`src/rtl/nx_ia_mem_arbiter.sv`:
```
// nx_ia_mem_arbiter: arbitrates one single-port memory between the software
// indirect-access port and the datapath. The datapath has priority, but a
// software request is forced through after STARVE_LIMIT consecutive denials,
// or at once when yield is high. Read data from the memory comes back one
// cycle after the access. The datapath is told when that data is its own.
module nx_ia_mem_arbiter #(
  parameter int N_ADDR_BITS  = 5,
  parameter int N_DATA_BITS  = 64,
  parameter int STARVE_LIMIT = 8
) (
  input  logic                   clk,
  input  logic                   rst_n,
  // software indirect-access port
  input  logic                   sw_cs,
  input  logic                   sw_ce,
  input  logic                   sw_we,
  input  logic [N_ADDR_BITS-1:0] sw_add,
  input  logic [N_DATA_BITS-1:0] sw_wdat,
  input  logic                   yield,
  output logic                   grant,
  output logic [N_DATA_BITS-1:0] sw_rdat,
  // datapath port
  input  logic                   hw_req,
  input  logic                   hw_we,
  input  logic [N_ADDR_BITS-1:0] hw_add,
  input  logic [N_DATA_BITS-1:0] hw_wdat,
  output logic                   hw_ack,
  output logic                   hw_rd_vld,
  output logic [N_DATA_BITS-1:0] hw_rdat,
  // shared memory
  output logic                   mem_cs,
  output logic                   mem_ce,
  output logic                   mem_we,
  output logic [N_ADDR_BITS-1:0] mem_add,
  output logic [N_DATA_BITS-1:0] mem_wdat,
  input  logic [N_DATA_BITS-1:0] mem_rdat,
  // statistics
  output logic [15:0]            stat_forced_cnt
);

  localparam int                  STARVE_W   = $clog2(STARVE_LIMIT + 1);
  localparam logic [STARVE_W-1:0] STARVE_MAX = STARVE_W'(STARVE_LIMIT);
  localparam logic [15:0]         FORCED_MAX = 16'hFFFF;

  typedef enum logic [1:0] {
    SEL_NONE = 2'd0,
    SEL_HW   = 2'd1,
    SEL_SW   = 2'd2
  } sel_e;

  sel_e                sel;
  logic                force_sw;
  logic [STARVE_W-1:0] starve_cnt_q, starve_cnt_d;
  logic [15:0]         forced_cnt_q, forced_cnt_d;
  logic                rd_pend_q, rd_pend_d;
  logic                rd_own_hw_q, rd_own_hw_d;

  // Software jumps the queue on timer urgency or once it has starved long enough.
  assign force_sw = yield || (starve_cnt_q == STARVE_MAX);

  // Pick the requester that owns the memory this cycle.
  always_comb begin
    // NOTE: every combinational output gets a default first so no path can infer a latch.
    sel = SEL_NONE;
    if (sw_cs && (!hw_req || force_sw)) begin
      sel = SEL_SW;
    end else if (hw_req) begin
      sel = SEL_HW;
    end
  end

  assign grant  = (sel == SEL_SW);
  assign hw_ack = (sel == SEL_HW);

  // Steer the winner onto the memory strobes; idle memory sees all zeros.
  always_comb begin
    mem_cs   = 1'b0;
    mem_ce   = 1'b0;
    mem_we   = 1'b0;
    mem_add  = '0;
    mem_wdat = '0;
    unique case (sel)
      SEL_SW: begin
        mem_cs   = 1'b1;
        mem_ce   = sw_ce;
        mem_we   = sw_we;
        mem_add  = sw_add;
        mem_wdat = sw_wdat;
      end
      SEL_HW: begin
        mem_cs   = 1'b1;
        mem_we   = hw_we;
        mem_add  = hw_add;
        mem_wdat = hw_wdat;
      end
      default: ;
    endcase
  end

  // Next-state for the starvation counter, forced-grant statistic and read tracking.
  always_comb begin
    starve_cnt_d = '0;
    if (sw_cs && !grant) begin
      starve_cnt_d = (starve_cnt_q == STARVE_MAX) ? STARVE_MAX
                                                  : starve_cnt_q + STARVE_W'(1);
    end

    forced_cnt_d = forced_cnt_q;
    if (grant && hw_req && (forced_cnt_q != FORCED_MAX)) begin
      forced_cnt_d = forced_cnt_q + 16'd1;
    end

    // Compares (sw_ce) have no write strobe, so they count as reads here.
    rd_pend_d   = mem_cs && !mem_we;
    rd_own_hw_d = hw_ack;
  end

  // State registers; reset also drops any read still in flight.
  always_ff @(posedge clk or negedge rst_n) begin
    if (!rst_n) begin
      starve_cnt_q <= '0;
      forced_cnt_q <= '0;
      rd_pend_q    <= 1'b0;
      rd_own_hw_q  <= 1'b0;
    end else begin
      // NOTE: sequential state uses non-blocking assignment so every register samples pre-edge values.
      starve_cnt_q <= starve_cnt_d;
      forced_cnt_q <= forced_cnt_d;
      rd_pend_q    <= rd_pend_d;
      rd_own_hw_q  <= rd_own_hw_d;
    end
  end

  assign hw_rd_vld       = rd_pend_q && rd_own_hw_q;
  assign hw_rdat         = mem_rdat;
  assign sw_rdat         = mem_rdat;
  assign stat_forced_cnt = forced_cnt_q;

endmodule

```
`config.mk`:
```
export PLATFORM = sky130hd
export DESIGN_NAME = nx_ia_mem_arbiter
export DESIGN_NICKNAME = d
export VERILOG_FILES = /design/src/rtl/nx_ia_mem_arbiter.sv
export SDC_FILE = /design/constraint.sdc
export NUM_CORES = 1
export LEC_CHECK = 0
export CELL_PAD_IN_SITES_DETAIL_PLACEMENT = 0
export CELL_PAD_IN_SITES_GLOBAL_PLACEMENT = 2
export CORE_UTILIZATION = 10
export CTS_CLUSTER_SIZE = 24
export DETAILED_ROUTE_END_ITERATION = 10
export HOLD_SLACK_MARGIN = 0.02
export PLACE_DENSITY = 0.94
export SLEW_MARGIN = 20
export SYNTH_ARGS = -nofsm -noshare
export SYNTH_HDL_FRONTEND = slang
export SYNTH_SLANG_ARGS = --single-unit
export TNS_END_PERCENT = 1
```
`constraint.sdc`:
```
create_clock -name clk -period 2.3 [get_ports clk]
set_clock_uncertainty 0.05 [all_clocks]
set_input_delay 0.69 -clock clk [delete_from_list [all_inputs] [get_ports clk]]
set_output_delay 0.69 -clock clk [all_outputs]
set_load 0.01 [all_outputs]
```
==> results.toml, run 1 <==
[clock_network]
insertion_delay_ns = 0.26
cts_tree = "yes"
cts_buffer_depth = 2
cts.sinks = 22
cts_buffers = 3
htree_levels = 1
clockRootBuffer = "clkbuf_16"
clk_pin_slew_worst_paths_ns = 0.06
holdBufCountCts = 0

[setup_path]
critPathKind = "reg2out"
critPathCaptureType = "output pin"
start_kind = "flip-flop"
worst_ep_required_time_ns = 1.56
cp_data_arrival_time_ns = 2.07
cp_max_fo = 7

[floorplan]
die_w_um = 178
core_um2 = 30600
fp-row-count = 64
initial_core_util_pct = 10.2
ios = 429
die-area_um2 = 31900
die_h_um = 178

[final_layout]
diodes = 0
num-nets-final = 817
syn2layout_area_growth_pct = 75.3
drive_gt1_share_pct = 29.0
mostFrequentLayoutCells = "clkdlybuf4s50_1, nand2_1, nand3_1"
final_common_cell = "clkdlybuf4s50_1"
nFillCells = 3476

[logic_synthesis]
synth-seq-cells = 22
synthFlopType = "dfrtp_1"
syn_nets = 684
yosys_warnings = 0
syn_area_um2 = 3110
seq_area_frac_synth_pct = 17.7
synth_edf_count = 0
synthTopCellsByArea = "buf_4, dfrtp_1, nand2_1"
synth_area_per_cell_um2 = 6.61
synth_top_area_share_pct = 31.3
synthArstFlopShare_pct = 100
syn_inst = 471
yosysUniqueCellTypes = 37
synth_top_cell_by_area = "buf_4"

[detailed_routing]
drc = 0
viasPerCell = 3.50
dr_total_vias = 3499
dr.first_iter.drc_count = 101
wl_per_cell_um = 15.4
firstDrtPassIters = 4
wirelength_um = 15400
ant_nets = 0

[status]
status = "complete, but fails checks"
violations = "setup timing"

[global_route]
busiest_layer = "met2"
grtUsageTotal_pct = 8.69
grt.met3_usage_pct = 4.20
grt_pass1_vias = 3232
globalRouteMet1Util_pct = 10.6
grtUsageMet2_pct = 13.4
grt_pass1_wl_um = 20100
antenna_found_initial = 0
overflow = 0
grt_max_degree = 50

[power]
ir_drop_uv = 529
powerDensity_nw_per_um2 = 367
p_leak_nw = 2.48

[placement]
io_buffers = 236
place_congestion = 0.739
dp_hpwl_um = 10700

[sta]
finalHoldViolCount = 0
post-route-min-period_ns = 2.81
setup_viol = 73
fin_crit_sh_pct = 122
slew_violations = 0
relSlewSlack_pct = 66.8
setup_ws_ns = -0.509
worst_pin_slew_ns = 0.494
rsz0062_at_grt = "true"
fin_setup_tns_ns = -30.05
whs_ns = 0.449
fmax_mhz = 356

[flow_run]
maxCapViolations = 0

[min_path]
worstHoldPathType = "reg2reg"
through the flow:
| stage | instance area [µm²] | std cells | worst slack, ns | total power (W) | utilization (%) |
|---|---|---|---|---|---|
| 3_3_place_gp | 5170 | 979 | -1.05 | 0.00154 | 16.9 |
| 4_1_cts | 5340 | 1000 | -0.666 | 0.00200 | 17.4 |
| 5_1_grt | 5460 | 999 | -0.598 | 0.00213 | 17.8 |
| 2_1_floorplan | 3120 | 471 | -0.108 | 0.00108 | - |
| 6_report | 5460 | 999 | -0.509 | 0.00200 | 17.8 |
| 3_5_place_dp | 5170 | 979 | -1.08 | 0.00155 | 16.9 |
layout make-up:
| class | count | area [µm²] | area share (%) |
|---|---|---|---|
| Timing Repair Buffer | 280 | 2650 | 48.5 |
| Multi-Input combinational cell | 288 | 1630 | 29.8 |
| Tap cell | 396 | 495 | 9.08 |
| Clock buffer | 4 | 88.8 | 1.63 |
| Sequential cell | 22 | 551 | 10.1 |
| Inverter | 9 | 50.0 | 0.917 |
layer usage:
metal,vias to the layer above,share of wire (%)
met2,256,44
met4,0,2.1
met1,1543,41
met3,35,13
met5,-,0
li1,1665,-
worst max-delay path: stages (launching register included):
cell,delay (ns)
dfrtp_1,0.35
inv_1,0.05
ha_2,0.15
and3b_2,0.22
o31ai_4,0.22
buf_6,0.19
inv_16,0.06
buf_12,0.15
clkbuf_16,0.17
nand2_1,0.06
nand2_1,0.06
buf_6,0.12
power by group:
part           total, W  internal [W]  switching, W
clock network  0.000411      0.000266      0.000145
logic           0.00107      0.000609      0.000463
registers      0.000519      0.000441     0.0000781
total           0.00200       0.00132      0.000686
cells by family after synthesis:
| family | Yosys count | share of synthesized area, % |
|---|---|---|
| AND/OR/NAND/NOR | 251 | 35.9 |
| XOR/XNOR | 15 | 4.22 |
| adder cells (fa/ha/maj) | 3 | 1.21 |
| flip-flops | 22 | 17.7 |
| AO/OA/AOI/OAI | 17 | 4.70 |
| buffers and inverters | 161 | 35.6 |
| multiplexers | 2 | 0.723 |
synth_stat cells, types with 2 or more instances:
master	instances
nand2_1	143
buf_4	130
nand3_1	78
dfrtp_1	22
buf_2	13
clkbuf_1	9
inv_1	8
xor2_1	8
nor2_1	7
xnor2_1	7
and2_1	6
nor3_1	4
a21oi_1	3
ha_1	3
nand4_1	3
nor4_1	3
a211oi_1	2
and4_1	2
o21ai_0	2
final timing paths:
kind | endpoint | slack (ns) | cells past startpoint | start
min reg2reg | stat_forced_cnt[7] | 0.45 | 1 | stat_forced_cnt[7]
min | stat_forced_cnt[7] | 0.45 | 1 | stat_forced_cnt[7]
min in group asynchronous | stat_forced_cnt[11] | 0.72 | 2 | rst_n
max reg2reg | stat_forced_cnt[1] | 0.35 | 5 | stat_forced_cnt[0]
max | mem_wdat[14] | -0.51 | 11 | starve_cnt_q[1]
max in group asynchronous | starve_cnt_q[0] | 1.25 | 2 | rst_n
registers in the layout, indices dropped and copies added (netlist names):
signal           count
stat_forced_cnt     16
starve_cnt_q         4
rd_own_hw_q          1
rd_pend_q            1
what timing repair did:
action	in CTS	in global routing
setup buffers	11	1
resized for setup	348	40
endpoints found under the hold margin	0	0
gates cloned	6	1
pin swaps	38	19
setup endpoints to repair	74	74
Power figures use the tool's default switching activity.
==> run 2: changes to the inputs <==
--- a/config.mk
+++ b/config.mk
@@ -12,6 +12,7 @@
 export DETAILED_ROUTE_END_ITERATION = 10
 export HOLD_SLACK_MARGIN = 0.02
 export PLACE_DENSITY = 0.94
+export RECOVER_POWER = 100
 export SLEW_MARGIN = 20
 export SYNTH_ARGS = -nofsm -noshare
 export SYNTH_HDL_FRONTEND = slang
==> results.toml, run 2 (synthesis gave the netlist of run 1 again) <==
[sta]
setup_viol = 74
fmax_mhz = 356
whs_ns = 0.449
fin_setup_tns_ns = -30.32
worst_pin_slew_ns = 1.23
slew_violations = 0
relSlewSlack_pct = 17.8
fin_crit_sh_pct = 122
rsz0062_at_grt = "true"
setup_ws_ns = -0.507
finalHoldViolCount = 0
post-route-min-period_ns = 2.81

[setup_path]
critPathBufInv = 6
critPathTopFamily = "buffers and inverters"
cpMaxStageDelayCell = "dfrtp_1"
cp_max_fo = 7
critPathCaptureType = "output pin"
worst_ep_required_time_ns = 1.56
cp_data_arrival_time_ns = 2.07
cp_cell_sequence = "inv_1 > ha_2 > and3b_2 > o31ai_4 > buf_6 > inv_16 > buf_12 > clkbuf_16 > nand2_1 > nand2_1 > buf_6"
cpPeakStageDelay_ns = 0.35
start_kind = "flip-flop"
critPathKind = "reg2out"

[placement]
dp_hpwl_um = 10700
io_buffers = 236
place_congestion = 0.739

[floorplan]
die_h_um = 178
initial_core_util_pct = 10.2
ios = 429
fp-row-count = 64
die-area_um2 = 31900
core_um2 = 30600
die_w_um = 178

[clock_network]
holdBufCountCts = 0
clk_pin_slew_worst_paths_ns = 0.06
htree_levels = 1
cts_tree = "yes"
insertion_delay_ns = 0.26
cts_buffers = 3
cts_buffer_depth = 2
cts.sinks = 22
clockRootBuffer = "clkbuf_16"

[final_layout]
mostFrequentLayoutCells = "clkdlybuf4s50_1, nand2_1, nand3_1"
largest_register_ffs = 16
drive_gt1_share_pct = 28.5
fin_util_pct = 17.8
final_common_cell = "clkdlybuf4s50_1"
num-nets-final = 817
diodes = 0
syn2layout_area_growth_pct = 74.8

[global_route]
grt_pass1_vias = 3232
grt_pass1_wl_um = 20100
antenna_found_initial = 0
grtUsageTotal_pct = 8.69
overflow = 0
grt_max_degree = 50

[detailed_routing]
dr_total_vias = 3519
wirelength_um = 15400
firstDrtPassIters = 4
drc = 0
dr.first_iter.drc_count = 112
viasPerCell = 3.52
ant_nets = 0
wl_per_cell_um = 15.4

[power]
p_leak_nw = 2.47
powerDensity_nw_per_um2 = 368
ir_drop_uv = 531

[status]
status = "complete, but fails checks"
violations = "setup timing"

[flow_run]
maxCapViolations = 0

[min_path]
worstHoldPathType = "reg2reg"
==> run 2: final cells by class <==
class / instances / area (µm²)
clock buffer: 4 / 88.8
fill: 3482 / 25100
inverter: 9 / 50.0
multi-input combinational: 288 / 1620
sequential: 22 / 551
tap: 396 / 495
timing repair buffer: 280 / 2640
==> run 2: per-layer routing <==
| layer | global-route usage (%) | up-vias | wire length [µm] |
|---|---|---|---|
| met5 | 0.801 | - | 0 |
| met4 | 2.51 | 0 | 331 |
| met3 | 4.20 | 35 | 2070 |
| met2 | 13.4 | 258 | 6730 |
| met1 | 10.6 | 1559 | 6300 |
| li1 | - | 1667 | - |
==> run 2: report_power, final <==
group	switching, W	internal [W]	leakage [nW]
clock	0.000146	0.000266	0.0442
combinational	0.000463	0.000607	2.14
sequential	0.0000786	0.000441	0.285
total	0.000688	0.00131	2.47
==> run 2: through the flow <==
step | cells | area (µm²) | worst slack (ns) | total power (W)
2_1_floorplan | 471 | 3120 | -0.108 | 0.00108
3_3_place_gp | 979 | 5170 | -1.05 | 0.00154
3_5_place_dp | 979 | 5170 | -1.08 | 0.00155
4_1_cts | 1000 | 5340 | -0.666 | 0.00200
5_1_grt | 999 | 5440 | -0.598 | 0.00212
6_report | 999 | 5440 | -0.507 | 0.00200
==> run 2: worst register-to-register path, stage by stage, from the launching register on <==
cell and delay (ns):
dfrtp_1 0.43, ha_1 0.23, and3_1 0.24, nand4_1 0.17, o21ai_0 0.34, mux2_2 0.38
==> run 2: worst paths after layout <==
check	depth (start not counted)	endpoint	start	slack (ns)
max reg2reg	5	stat_forced_cnt[1]	stat_forced_cnt[0]	0.36
min reg2reg	1	stat_forced_cnt[7]	stat_forced_cnt[7]	0.45
min in group asynchronous	2	stat_forced_cnt[1]	rst_n	1.08
min	1	stat_forced_cnt[7]	stat_forced_cnt[7]	0.45
max in group asynchronous	2	starve_cnt_q[0]	rst_n	0.38
max	11	mem_wdat[14]	starve_cnt_q[1]	-0.51
==> run 2: repair_timing <==
action,CTS,global route
setup endpoints to repair,74,74
resized for setup,348,40
pin swaps,38,19
buffers inserted,11,1
cloned,6,1
==> run 3: changes to the inputs <==
--- a/config.mk
+++ b/config.mk
@@ -13,6 +13,7 @@
 export HOLD_SLACK_MARGIN = 0.02
 export PLACE_DENSITY = 0.94
 export RECOVER_POWER = 100
+export SKIP_LAST_GASP = 1
 export SLEW_MARGIN = 20
 export SYNTH_ARGS = -nofsm -noshare
 export SYNTH_HDL_FRONTEND = slang
==> results.toml, run 3 (synthesis gave the netlist of run 1 again) <==
[status]
status = "complete, but fails checks"
violations = "setup timing"

[sta]
finalHoldViolCount = 0
post-route-min-period_ns = 2.83
worst_pin_slew_ns = 1.24
fmax_mhz = 353
slew_violations = 0
relSlewSlack_pct = 17.5
setup_viol = 74
rsz0062_at_grt = "true"
setup_ws_ns = -0.529
fin_crit_sh_pct = 123

[clock_network]
clk_pin_slew_worst_paths_ns = 0.06
holdBufCountCts = 0
htree_levels = 1
clockRootBuffer = "clkbuf_16"
cts_buffers = 3
cts_buffer_depth = 2
cts_tree = "yes"
insertion_delay_ns = 0.26
cts.sinks = 22

[global_route]
globalRouteMet1Util_pct = 10.4
antenna_found_initial = 0
grtUsageMet2_pct = 13.4
grtUsageTotal_pct = 8.64
grt_max_degree = 50
grt_pass1_wl_um = 20000
grt_pass1_vias = 3236
overflow = 0
grt.met3_usage_pct = 4.20
busiest_layer = "met2"

[detailed_routing]
viasPerCell = 3.52
wl_per_cell_um = 15.8
dr_total_vias = 3538
ant_nets = 0
dr.first_iter.drc_count = 115
drc = 0
firstDrtPassIters = 4
wirelength_um = 15900

[placement]
dp_hpwl_um = 10700
io_buffers = 236
place_congestion = 0.739
place_area_um2 = 5170

[final_layout]
drive_gt1_share_pct = 23.7
nFillCells = 3480
fin_util_pct = 18.0
syn2layout_area_growth_pct = 76.7
fin_area_um2 = 5500
num-nets-final = 822
largest_register_ffs = 16
mostFrequentLayoutCells = "clkdlybuf4s50_1, nand2_1, nand3_1"
final_common_cell = "clkdlybuf4s50_1"

[setup_path]
r2r_slack_ns = 0.35
cp_max_fo = 7
cp_data_arrival_time_ns = 2.09
critPathCaptureType = "output pin"
start_kind = "flip-flop"
worst_ep_required_time_ns = 1.56
critPathKind = "reg2out"

[power]
p_leak_nw = 2.50
powerDensity_nw_per_um2 = 365
ir_drop_uv = 525

[floorplan]
fp-row-count = 64
core_um2 = 30600
initial_core_util_pct = 10.2
die-area_um2 = 31900
die_w_um = 178
die_h_um = 178
ios = 429

[min_path]
worstHoldPathType = "reg2reg"

[flow_run]
maxCapViolations = 0
run 3: power by group:
| part | switching (W) | internal (W) |
|---|---|---|
| Sequential | 0.0000793 | 0.000441 |
| Clock | 0.000146 | 0.000266 |
| Combinational | 0.000460 | 0.000618 |
run 3: critical path: stages (launching register included):
cell     delay [ns]
dfrtp_1        0.35
inv_1          0.05
ha_2           0.15
and3b_2        0.22
o31ai_4        0.22
buf_6          0.21
inv_16         0.07
buf_12         0.15
buf_16         0.15
nand2_2        0.07
nand2_1        0.04
buf_2          0.13
run 3: layer usage:
layer / vias to the layer above / wire length, µm
li1: 1679 / -
met1: 1566 / 6440
met2: 258 / 7060
met3: 35 / 2070
met4: 0 / 331
met5: - / 0
run 3: final cells by class:
cell class	instances	area, µm²	share of cell area (%)
Antenna cell	1	2.50	0.0455
Sequential cell	22	551	10.0
Timing Repair Buffer	285	2770	50.4
Inverter	9	50.0	0.910
Multi-Input combinational cell	288	1540	28.1
Clock buffer	4	88.8	1.61
Tap cell	396	495	9.00
run 3: timing repair:
action                     4_1_cts  5_1_grt
setup endpoints to repair       74       81
gates resized for setup        174      111
cloned                           6        3
buffers inserted                11        2
pin swaps                        2        7
run 3: stage by stage:
stage | power, W | instances | TNS [ns] | hold slack (ns) | worst slack, ns
floorplan | 0.00108 | 471 | -7.50 | 0.344 | -0.108
global placement | 0.00154 | 979 | -70.69 | 0.444 | -1.05
detailed placement | 0.00155 | 979 | -72.37 | 0.445 | -1.08
CTS | 0.00202 | 1000 | -49.19 | 0.455 | -0.705
global route | 0.00214 | 1004 | -41.86 | 0.492 | -0.625
finish | 0.00201 | 1005 | -33.91 | 0.450 | -0.529
run 3: path summary, 6_finish.rpt:
kind,end,start,depth (start not counted)
max in group asynchronous,starve_cnt_q[0],rst_n,2
hold / removal,stat_forced_cnt[7],stat_forced_cnt[7],1
setup reg to reg,stat_forced_cnt[1],stat_forced_cnt[0],5
setup / recovery,mem_wdat[31],starve_cnt_q[1],11
min in group asynchronous,stat_forced_cnt[1],rst_n,2
hold reg to reg,stat_forced_cnt[7],stat_forced_cnt[7],1
